$ cat src/rtl/dev_debug_output_pkg.sv
// Shared register map, bit positions and default depth for the debug output device.
package dev_debug_output_pkg;

    localparam int DEFAULT_DEPTH = 8;

    localparam logic [1:0] REG_DATA   = 2'd0;
    localparam logic [1:0] REG_CTRL   = 2'd1;
    localparam logic [1:0] REG_STATUS = 2'd2;

    localparam int CTRL_IRQ_EN = 0;
    localparam int CTRL_FLUSH  = 1;

    localparam int ST_EMPTY     = 0;
    localparam int ST_FULL      = 1;
    localparam int ST_OVF       = 2;
    localparam int ST_DRAINED   = 3;
    localparam int ST_COUNT_LSB = 8;

endpackage

$ cat src/rtl/dev_debug_output_sync_fifo.sv
// Generic single-clock FIFO with flush; a push into a full FIFO is honoured only
// when a pop frees a slot on the same edge.
module sync_fifo #(
    parameter int DEPTH = 8,
    parameter int W     = 32,
    localparam int AW   = $clog2(DEPTH),
    localparam int CW   = AW + 1
) (
    input  logic          clk,
    input  logic          rst,
    input  logic          push,
    input  logic          pop,
    input  logic          flush,
    input  logic [W-1:0]  din,
    output logic [W-1:0]  head,
    output logic [CW-1:0] count,
    output logic          full,
    output logic          empty
);

    logic [W-1:0]  mem [DEPTH];
    logic [AW-1:0] wr_ptr;
    logic [AW-1:0] rd_ptr;
    logic          do_push;
    logic          do_pop;

    assign empty   = (count == '0);
    assign full    = (count == CW'(DEPTH));
    assign do_pop  = pop && !empty;
    assign do_push = push && (!full || do_pop);
    // Gated so the head reads zero out of reset without clearing the storage array.
    assign head    = empty ? '0 : mem[rd_ptr];

    always_ff @(posedge clk) begin
        if (do_push && !flush) begin
            mem[wr_ptr] <= din;
        end
    end

    always_ff @(posedge clk) begin
        if (rst || flush) begin
            wr_ptr <= '0;
            rd_ptr <= '0;
            count  <= '0;
        end else begin
            if (do_push) begin
                wr_ptr <= wr_ptr + 1'b1;
            end
            if (do_pop) begin
                rd_ptr <= rd_ptr + 1'b1;
            end
            count <= count + CW'(do_push) - CW'(do_pop);
        end
    end

endmodule

$ cat src/rtl/dev_debug_output.sv
// Memory-mapped debug output device: CPU pushes words, a console port drains them.
// Optional drain interrupt enabled by defining DEV_DEBUG_OUTPUT_IRQ_EN.
module dev_debug_output
    import dev_debug_output_pkg::*;
#(
    parameter int DEPTH = DEFAULT_DEPTH,
    parameter int CW    = $clog2(DEPTH) + 1
) (
    input  logic        clk,
    input  logic        rst,
    input  logic [1:0]  addr,
    input  logic        we,
    input  logic        re,
    input  logic [31:0] din,
    output logic [31:0] dout,
    output logic [31:0] out_data,
    output logic        out_valid,
    input  logic        out_ready,
    output logic        irq
);

    logic [CW-1:0] count;
    logic          full;
    logic          empty;
    logic          wr_data;
    logic          wr_ctrl;
    logic          rd_status;
    logic          flush;
    logic          pop;
    logic          push_ok;
    logic          ovf;
    logic          irq_en;
    logic          drained;

    assign wr_data   = we && (addr == REG_DATA);
    assign wr_ctrl   = we && (addr == REG_CTRL);
    assign rd_status = re && (addr == REG_STATUS);
    assign flush     = wr_ctrl && din[CTRL_FLUSH];

    // Console handshake: out_data is offered while out_valid is high and is held
    // stable until the consumer raises out_ready; a word transfers on each edge
    // where both are high, and neither signal depends combinationally on out_ready.
    assign out_valid = !empty;
    assign pop       = out_valid && out_ready;
    assign push_ok   = wr_data && (!full || pop);

    sync_fifo #(
        .DEPTH (DEPTH),
        .W     (32)
    ) u_fifo (
        .clk   (clk),
        .rst   (rst),
        .push  (wr_data),
        .pop   (pop),
        .flush (flush),
        .din   (din),
        .head  (out_data),
        .count (count),
        .full  (full),
        .empty (empty)
    );

    // A fresh overflow outranks a clearing STATUS read; flush outranks both.
    always_ff @(posedge clk) begin
        if (rst || flush) begin
            ovf <= 1'b0;
        end else if (wr_data && !push_ok) begin
            ovf <= 1'b1;
        end else if (rd_status) begin
            ovf <= 1'b0;
        end
    end

`ifdef DEV_DEBUG_OUTPUT_IRQ_EN
    logic drained_set;
    logic irq_q;

    assign drained_set = pop && (count == CW'(1)) && !push_ok && !flush;
    assign irq         = irq_q;

    always_ff @(posedge clk) begin
        if (rst) begin
            irq_en  <= 1'b0;
            drained <= 1'b0;
            irq_q   <= 1'b0;
        end else begin
            if (wr_ctrl) begin
                irq_en <= din[CTRL_IRQ_EN];
            end
            if (drained_set) begin
                drained <= 1'b1;
            end else if (rd_status) begin
                drained <= 1'b0;
            end
            irq_q <= irq_en && drained;
        end
    end
`else
    assign irq_en  = 1'b0;
    assign drained = 1'b0;
    assign irq     = 1'b0;
`endif

    always_comb begin
        dout = '0;
        case (addr)
            REG_DATA:   dout = 32'(count);
            REG_CTRL:   dout[CTRL_IRQ_EN] = irq_en;
            REG_STATUS: begin
                dout[ST_EMPTY]             = empty;
                dout[ST_FULL]              = full;
                dout[ST_OVF]               = ovf;
                dout[ST_DRAINED]           = drained;
                dout[ST_COUNT_LSB +: 8]    = 8'(count);
            end
            default:    dout = '0;
        endcase
    end

endmodule

$ cat config.mk
export PLATFORM = sky130hd
export DESIGN_NAME = dev_debug_output
export DESIGN_NICKNAME = d
export VERILOG_FILES = /design/src/rtl/dev_debug_output_pkg.sv /design/src/rtl/dev_debug_output_sync_fifo.sv /design/src/rtl/dev_debug_output.sv
export SDC_FILE = /design/constraint.sdc
export NUM_CORES = 1
export LEC_CHECK = 0
export ABC_AREA = 0
export BUFFER_PORTS_ARGS = -buffer_cell sky130_fd_sc_hd__buf_2
export CORE_MARGIN = 4
export CORE_UTILIZATION = 49
export CTS_CLUSTER_SIZE = 25
export DETAILED_ROUTE_END_ITERATION = 12
export HOLD_SLACK_MARGIN = 0.12
export PLACE_DENSITY = 0.68
export SYNTH_ARGS = -nofsm -noshare
export SYNTH_HDL_FRONTEND = slang
export SYNTH_SLANG_ARGS = --single-unit
export TNS_END_PERCENT = 5
$ cat constraint.sdc
create_clock -name clk -period 9.4 [get_ports clk]
set_input_delay 1.88 -clock clk [delete_from_list [all_inputs] [get_ports clk]]
set_output_delay 1.88 -clock clk [all_outputs]
set_load 0.01 [all_outputs]
==> results of run 1 <==
[worst max-delay path: cells and delay by family (launching register included)]
family                 cells  cell delay [ps]
multiplexers               1              640
flip-flops                 1              580
buffers and inverters      2              920
AO/OA/AOI/OAI              1              270
[cells in the mapped netlist, drive strengths merged (3+ instances only)]
master	n
edfxtp	256
mux4	64
buf	39
a22o	32
dfxtp	14
inv	13
clkbuf	9
nor2	8
a21oi	7
ha	7
mux2i	7
nand3	7
and2	5
nor3b	4
o21ai	4
nand3b	3
nor2b	3
nor3	3
or3b	3
[final cells by class]
cell class / count / area, µm² / share of cell area, %
Clock buffer: 30 / 687 / 5.62
Clock inverter: 19 / 245 / 2.01
Inverter: 13 / 48.8 / 0.400
Multi-Input combinational cell: 200 / 2470 / 20.2
Sequential cell: 270 / 7980 / 65.3
Tap cell: 275 / 344 / 2.82
Timing Repair Buffer: 86 / 448 / 3.67
[layer usage]
metal,GRT usage (%),vias up
met5,0,-
met4,3.58,4
met3,3.69,32
met2,28.1,132
met1,22.8,2640
li1,-,2241
[sequential cells by signal (all words and copies together) (netlist names), named ones only]
signal,cells
u_fifo.mem,256
u_fifo.rd_ptr,3
ovf,1
u_fifo.count,4
u_fifo.wr_ptr,3
[kinds of logic after synthesis]
kind of cell	after synthesis	share of synthesized area (%)
DFF	270	74.6
buffers and inverters	61	3.52
xor gates and xnor gates	1	0.0820
and+or+nand+nor	48	2.82
AOI/OAI and AO/OA	47	3.47
other	1	0.0351
muxes	71	14.5
adders and majority gates	8	1.01
[report_power, final]
| group | leakage [µW] | total (µW) | switching [µW] | internal, µW |
|---|---|---|---|---|
| registers | 0.00242 | 1390 | 47.6 | 1340 |
| logic | 0.00126 | 571 | 296 | 275 |
| clock network | 0.000447 | 1110 | 424 | 689 |
| total | 0.00413 | 3070 | 768 | 2300 |
[stage by stage]
| step | setup WS [ps] | hold WS [ps] |
|---|---|---|
| final | 4510 | 510 |
| after global routing | 4280 | 531 |
| after CTS | 4410 | 509 |
| after detailed placement | 4910 | 500 |
| after global placement | 4990 | 470 |
| after floorplan | 3240 | 453 |
[worst paths after layout]
path,startpoint,endpoint,cells past startpoint
min reg2reg,ovf,ovf,2
max reg2reg,u_fifo.count[2],u_fifo.mem[7][8],6
min,ovf,ovf,2
max,flip-flop,out_data[14],4
==> results_dict.tcl, run 1 <==
set metrics [dict create \
    root_buffer "sky130_fd_sc_hd__clkbuf_16" \
    hold_class "reg2reg" \
    drc_violations_left 0 \
    synth-warning-count 0 \
    grt_setup_unrepaired "no" \
    core-area_um2 21200 \
    final.fill_count 1579 \
    grt_pass1_vias 5341 \
    timing.max_slew.rel_slack_pct 28.0 \
    hold_buffers 0 \
    worstMarginPinSlew_ps 1080 \
    cts_setup_buffers 0 \
    routed.top_layer "met5" \
    mappedNetlistArea_um2 10700 \
    hpwl_um 11000 \
    gp_congestion 0.783 \
    area_share_of_the_largest_cell_type_after_synthesis_pct 71.9 \
    post-route-min-period_ps 4890 \
    drt_iter0_markers 312 \
    slowest_stage "sky130_fd_sc_hd__buf_4" \
    post_layout_nonfiller_instances 893 \
    power.density_cell_area_nw_per_um2 251 \
    path_class "reg2out" \
    final-max-slew-violation-count 0 \
    worstSetupEndpointType "primary output" \
    tritoncts_clock_tree "done" \
    final_net_count 645 \
    met1_length_um 8500 \
    synth_area_leaders "sky130_fd_sc_hd__edfxtp_1, sky130_fd_sc_hd__mux4_2, sky130_fd_sc_hd__a22o_1" \
    post_cts_resized 0 \
    max-clock-path-buffers 3 \
    pin_count_of_the_biggest_net_entering_global_routing 65 \
    diodes 0 \
    run_status "completed" \
    worstPathCellList "buf_4, mux4_1, a22o_1, buf_2" \
    placed_cells_incl_taps 844 \
    final_layout_size_suffix_gt1_share_pct 31.7 \
    dieArea_um2 24200 \
    wl_um 20000 \
    syn-mean-instance-area_um2 21.1 \
    reg2reg_slack_ps 6670 \
    synth_seq_cells 270 \
    detailed_place.area_um2 11300 \
    cts_num_sinks 270 \
    cts_inserted_buffers 27 \
    width_of_the_die_um 156 \
    crit_path_max_incr_delay_ps 780 \
    layout.cells.most_common_list "sky130_fd_sc_hd__edfxtp_1, sky130_fd_sc_hd__buf_2, sky130_fd_sc_hd__mux4_2" \
    worst_clock_skew_ps 10.8 \
    globalRoute.totalOverflow 0 \
    dominantRegCellSynth "sky130_fd_sc_hd__edfxtp_1" \
    initial_antenna_violation_count 2 \
    boundaryPins 105 \
    timing.final.setup_violations 0 \
    routed-via-count 5049 \
    area.growth.synth_to_final_pct 14.3 \
    final_core_utilization_pct 57.6 \
    die-height_um 156 \
    power.total_uw 3070 \
    worstPathRequired_ps 7520 \
    synth_cell_type_count 41 \
    detail-route-antenna-nets 0 \
    fin_setup_tns_ps 0 \
    core.rowCount 53 \
    fmax_mhz 204 \
    synth_edf_count 256 \
    clock_tree.htree_level_count 1 \
    io_buffers 79 \
    most_common_cell_after_layout_fill_and_taps_aside "sky130_fd_sc_hd__edfxtp_1" \
    synthesis.instances 507 \
    grt_util_all_layers_pct 16.7 \
    synth_largest_area_cell "sky130_fd_sc_hd__edfxtp_1" \
    power.static_leakage_uw 0.00413 \
    cap_viol_max_count 0 \
    vdd_ir_drop_max_uv 143 \
    synth.yosys.seq_area_share_pct 74.6 \
    worst_setup_hold_path_clk_slew_ps 60 \
    grt_first_pass_wirelength_um 31200 \
    drtPass1Iterations 4 \
    met3WireLength_um 1240 \
    avgViaCountPerCell 5.65 \
    floorplan.initialDensity_pct 50.4 \
    timing.critical_path.from_type "flip-flop" \
    asyncSetResetFlopFracSynth_pct 0 \
    wl_per_cell_um 22.4 \
    worstSkewPairLatency_ps 520 \
    cp_max_fo 48 \
    final_min_period_over_clock_period_pct 52.0 \
    finalHoldViolations 0 \
    dr_wl_met2_um 9930 \
    arrival_ps 3010 \
    finalInstanceArea_um2 12200 \
]
Power figures use the tool's default switching activity.
==> run 2: changes to the inputs <==
Settings changed: PLACE_DENSITY 0.68 to 0.71.
Clock period 9.4 ns to 4.1 ns, I/O delays scaled along.
==> results_dict.tcl, run 2 (synthesis gave the netlist of run 1 again) <==
set metrics [dict create \
    place_ws_ps 1070 \
    drc_violations_left 0 \
    hold_buffers 0 \
    final_net_count 648 \
    gp_congestion 0.794 \
    max-clock-path-buffers 3 \
    timing.final.setup_violations 0 \
    detailed_place.area_um2 11300 \
    grt_util_all_layers_pct 16.2 \
    grt_first_pass_wirelength_um 30600 \
    layout.cells.most_common_list "sky130_fd_sc_hd__edfxtp_1, sky130_fd_sc_hd__buf_2, sky130_fd_sc_hd__mux4_2" \
    setup_ws_ps 690 \
    final_core_utilization_pct 57.2 \
    core-area_um2 21200 \
    hpwl_um 11500 \
    power.static_leakage_uw 0.00411 \
    power_switching_uw 1750 \
    final_layout_size_suffix_gt1_share_pct 31.8 \
    multi_input_area_um2 2470 \
    biggestRegsByFlops "u_fifo.mem (256), u_fifo.count (4)" \
    timing.max_slew.rel_slack_pct 34.8 \
    grt-busiest-layer "met2" \
    floorplan.initialDensity_pct 50.4 \
    gr-usage-met3_pct 3.08 \
    avgViaCountPerCell 5.70 \
    pin_count_of_the_biggest_net_entering_global_routing 65 \
    timing.critical_path.from_type "flip-flop" \
    worstMarginPinSlew_ps 975 \
    largest_register_ffs 256 \
    io_buffers 79 \
    largest-register "u_fifo.mem" \
    final-max-slew-violation-count 0 \
    groute.layer.met1.usage_pct 22.5 \
    hold_path.startpoint "ovf" \
    worstPathCellList "inv_1, ha_1, nor3b_4, nor2_4, a22o_1, buf_2" \
    most_common_cell_after_layout_fill_and_taps_aside "sky130_fd_sc_hd__edfxtp_1" \
    drt_iter0_markers 358 \
    vdd_ir_drop_max_uv 297 \
    cts_setup_buffers 0 \
    internal_power_uw 4980 \
    wl_um 19500 \
    die-height_um 156 \
    root_buffer "sky130_fd_sc_hd__clkbuf_16" \
    worstSetupEndpointType "primary output" \
    post_cts_resized 0 \
    dieArea_um2 24200 \
    tritoncts_clock_tree "done" \
    worstPathRequired_ps 3280 \
    grt_setup_unrepaired "no" \
    reg2reg_slack_ps 1670 \
    boundaryPins 105 \
    core.rowCount 53 \
    initial_antenna_violation_count 1 \
    p_clk_share_pct 33.0 \
    worst_r2r_endpoint "u_fifo.mem[3][20]" \
    path_class "reg2out" \
    cap_viol_max_count 0 \
    crit-reg2reg-launch "u_fifo.count[2]" \
    whs_path_depth 2 \
    seq_area_um2 7980 \
    power.density_cell_area_nw_per_um2 554 \
    grt_use_met2_pct 27.2 \
    worst_clock_skew_ps 8.05 \
    crit_path_max_incr_delay_ps 760 \
    slowest_stage "sky130_fd_sc_hd__nor2_4" \
    globalRoute.totalOverflow 0 \
    finalHoldViolations 0 \
    final_min_period_over_clock_period_pct 83.2 \
    arrival_ps 2590 \
    wl_per_cell_um 21.7 \
    worst_hold_path.endpoint "ovf" \
    routed-via-count 5115 \
    switching_share_pct 25.9 \
    worst_setup_hold_path_clk_slew_ps 60 \
    hold_class "reg2reg" \
    area.growth.synth_to_final_pct 13.6 \
    post-route-min-period_ps 3410 \
    drtPass1Iterations 5 \
    cp_max_fo 32 \
    cts_inserted_buffers 27 \
    width_of_the_die_um 156 \
    diodes 0 \
    run_status "completed" \
    final.fill_count 1567 \
    grt_pass1_vias 5433 \
    detail-route-antenna-nets 0 \
    finalInstanceArea_um2 12100 \
    worstSkewPairLatency_ps 520 \
    worstRegToRegCells 6 \
    cts_num_sinks 270 \
    clock_tree.htree_level_count 1 \
    p_seq_share_pct 47.5 \
    power.combinational.fraction_pct 19.4 \
    fmax_mhz 293 \
]
-- run 2: final cells by class --
type                       count  share of cell area, %
clock buffer                  30                   5.66
clock inverter                20                   1.00
inverter                      13                  0.402
multi-input combinational    200                   20.3
sequential                   270                   65.7
tap                          275                   2.83
timing repair buffer          89                   4.08
-- run 2: metrics by stage --
stage          std cells  setup TNS (ps)  total power [µW]  hold WS, ps
6_report             897               0              6730          504
5_1_grt              897               0              7060          536
4_1_cts              897               0              6830          512
3_5_place_dp         847               0              4600          493
3_3_place_gp         847               0              4570          473
2_1_floorplan        531          -69770              4130          453
-- run 2: critical path: cells and delay by family (launching register included) --
family / cells / cell delay [ps]
buf+inv: 2 / 230
compound gates: 1 / 290
fa+ha+maj: 1 / 230
simple gates: 2 / 950
flops: 1 / 350
-- run 2: power groups by stage --
| stage | Clock [µW] | Sequential (µW) | Combinational, µW |
|---|---|---|---|
| finish | 2220 | 3200 | 1310 |
| global route | 2410 | 3220 | 1430 |
| CTS | 2280 | 3210 | 1340 |
| detailed placement | 0 | 3260 | 1330 |
| global placement | 0 | 3260 | 1310 |
| floorplan | 0 | 3150 | 980 |
-- run 2: metal layers --
metal / wire length (µm) / share of wire [%]
met5: 15 / 0.077
met4: 410 / 2.1
met3: 1320 / 6.7
met2: 9690 / 50
met1: 8070 / 41
-- run 2: how the worst max path moves through the flow --
stage                          from                 to  depth (start not counted)
global placement            addr[1]  u_fifo.mem[3][16]                          5
finish              u_fifo.count[2]        out_data[0]                          6
detailed placement          addr[1]  u_fifo.mem[3][13]                          5
global route        u_fifo.count[2]       out_data[15]                          6
floorplan                   addr[1]   u_fifo.mem[5][0]                          4
CTS                 u_fifo.count[2]        out_data[0]                          6
==> run 3: changes to the inputs <==
Settings changed: PLACE_DENSITY 0.71 to 0.68.
Clock period 4.1 ns to 3.3 ns, I/O delays scaled along.
==> results_dict.tcl, run 3 (synthesis gave the netlist of run 1 again) <==
set metrics [dict create \
    run_status "completed" \
    slowest_stage "sky130_fd_sc_hd__dfxtp_4" \
    worstPathRequired_ps 2640 \
    cp_max_fo 18 \
    fin_setup_tns_ps 0 \
    globalRoute.totalOverflow 0 \
    timing.max_slew.rel_slack_pct 60.3 \
    boundaryPins 105 \
    power.density_cell_area_nw_per_um2 697 \
    wl_um 20300 \
    timing.final.setup_violations 0 \
    grt_first_pass_wirelength_um 31300 \
    clock_tree.htree_level_count 1 \
    worstPathCellList "buf_4, mux4_2, a22o_1, buf_2" \
    arrival_ps 2430 \
    width_of_the_die_um 156 \
    critical_path_buf_inv_count 2 \
    detail-route-antenna-nets 0 \
    floorplan.initialDensity_pct 50.4 \
    hold_path.startpoint "din[6]" \
    gp_congestion 0.805 \
    worst_clock_skew_ps 9.53 \
    area.growth.synth_to_final_pct 15.3 \
    critical_path.top_delay_family "flip-flops" \
    final_min_period_over_clock_period_pct 93.7 \
    drt_iter0_markers 352 \
    biggestRegsByFlops "u_fifo.mem (256), u_fifo.count (4)" \
    worstSkewPairLatency_ps 520 \
    cts_num_sinks 270 \
    wl_per_cell_um 22.5 \
    path_class "reg2out" \
    worst_setup_hold_path_clk_slew_ps 60 \
    grt_util_all_layers_pct 16.5 \
    max-clock-path-buffers 3 \
    cap_viol_max_count 0 \
    final-max-slew-violation-count 0 \
    final.fill_count 1590 \
    final_net_count 659 \
    diodes 0 \
    hold_class "in2reg" \
    timing.critical_path.from_type "flip-flop" \
    hpwl_um 12200 \
    core-area_um2 21200 \
    power.static_leakage_uw 0.00418 \
    layout.cells.most_common_list "sky130_fd_sc_hd__edfxtp_1, sky130_fd_sc_hd__buf_2, sky130_fd_sc_hd__mux4_2" \
    post-route-min-period_ps 3090 \
    largest-register "u_fifo.mem" \
    dieArea_um2 24200 \
    routed-via-count 5135 \
    initial_antenna_violation_count 2 \
    pin_count_of_the_biggest_net_entering_global_routing 33 \
    hold_buffers 0 \
    die-height_um 156 \
    grt_setup_unrepaired "no" \
    largest_register_ffs 256 \
    root_buffer "sky130_fd_sc_hd__clkbuf_16" \
    drc_violations_left 0 \
    crit-reg2reg-launch "u_fifo.count[2]" \
    final_layout_size_suffix_gt1_share_pct 32.9 \
    worstSetupEndpointType "primary output" \
    fmax_mhz 323 \
    grt_pass1_vias 5431 \
    most_common_cell_after_layout_fill_and_taps_aside "sky130_fd_sc_hd__edfxtp_1" \
    io_buffers 79 \
    power.total_uw 8580 \
    cts_inserted_buffers 27 \
    tritoncts_clock_tree "done" \
    vdd_ir_drop_max_uv 503 \
    avgViaCountPerCell 5.67 \
    drtPass1Iterations 4 \
    finalHoldViolations 0 \
    core.rowCount 53 \
    crit_path_max_incr_delay_ps 590 \
    worstMarginPinSlew_ps 595 \
]
[run 3: power by group]
part / internal [µW] / switching (µW)
Combinational: 862 / 909
Sequential: 3810 / 104
Clock: 1720 / 1180
Total: 6390 / 2190
[run 3: what timing repair did]
item	CTS	global route
setup buffers	0	2
gates resized for setup	0	1
endpoints found under the setup margin	0	24
[run 3: final timing paths]
check	endpoint	cells after the start	slack [ps]
worst max-delay path	out_data[20]	4	210
worst max register to register	u_fifo.count[1]	9	800
worst min-delay path	u_fifo.mem[5][6]	1	410
worst min register to register	flip-flop	2	510
[run 3: final cells by class]
cell class	count	area (µm²)	share of cell area (%)
sequential	270	7970	64.7
multi-input combinational	201	2490	20.2
clock buffer	30	687	5.57
clock inverter	17	156	1.27
timing repair buffer	99	621	5.04
tap	275	344	2.79
inverter	13	48.8	0.396
[run 3: per-layer routing]
| layer | track usage, % | part of all wire (%) | vias up |
|---|---|---|---|
| met1 | 22.6 | 42 | 2668 |
| li1 | - | - | 2276 |
| met4 | 3.17 | 1.7 | 4 |
| met2 | 28.3 | 51 | 156 |
| met5 | 0 | 0.11 | - |
| met3 | 3.16 | 5.5 | 31 |
[run 3: stage by stage]
| step | setup WS (ps) | utilization (%) | cells | hold WS, ps | area (µm²) |
|---|---|---|---|---|---|
| after floorplan | -756 | - | 531 | 453 | 10800 |
| after CTS | 70.2 | 58.0 | 902 | 390 | 12300 |
| after detailed placement | 559 | 54.0 | 855 | 493 | 11500 |
| after global routing | 61.6 | 58.1 | 905 | 411 | 12300 |
| final | 209 | 58.1 | 905 | 414 | 12300 |
| after global placement | 599 | 54.0 | 855 | 471 | 11500 |
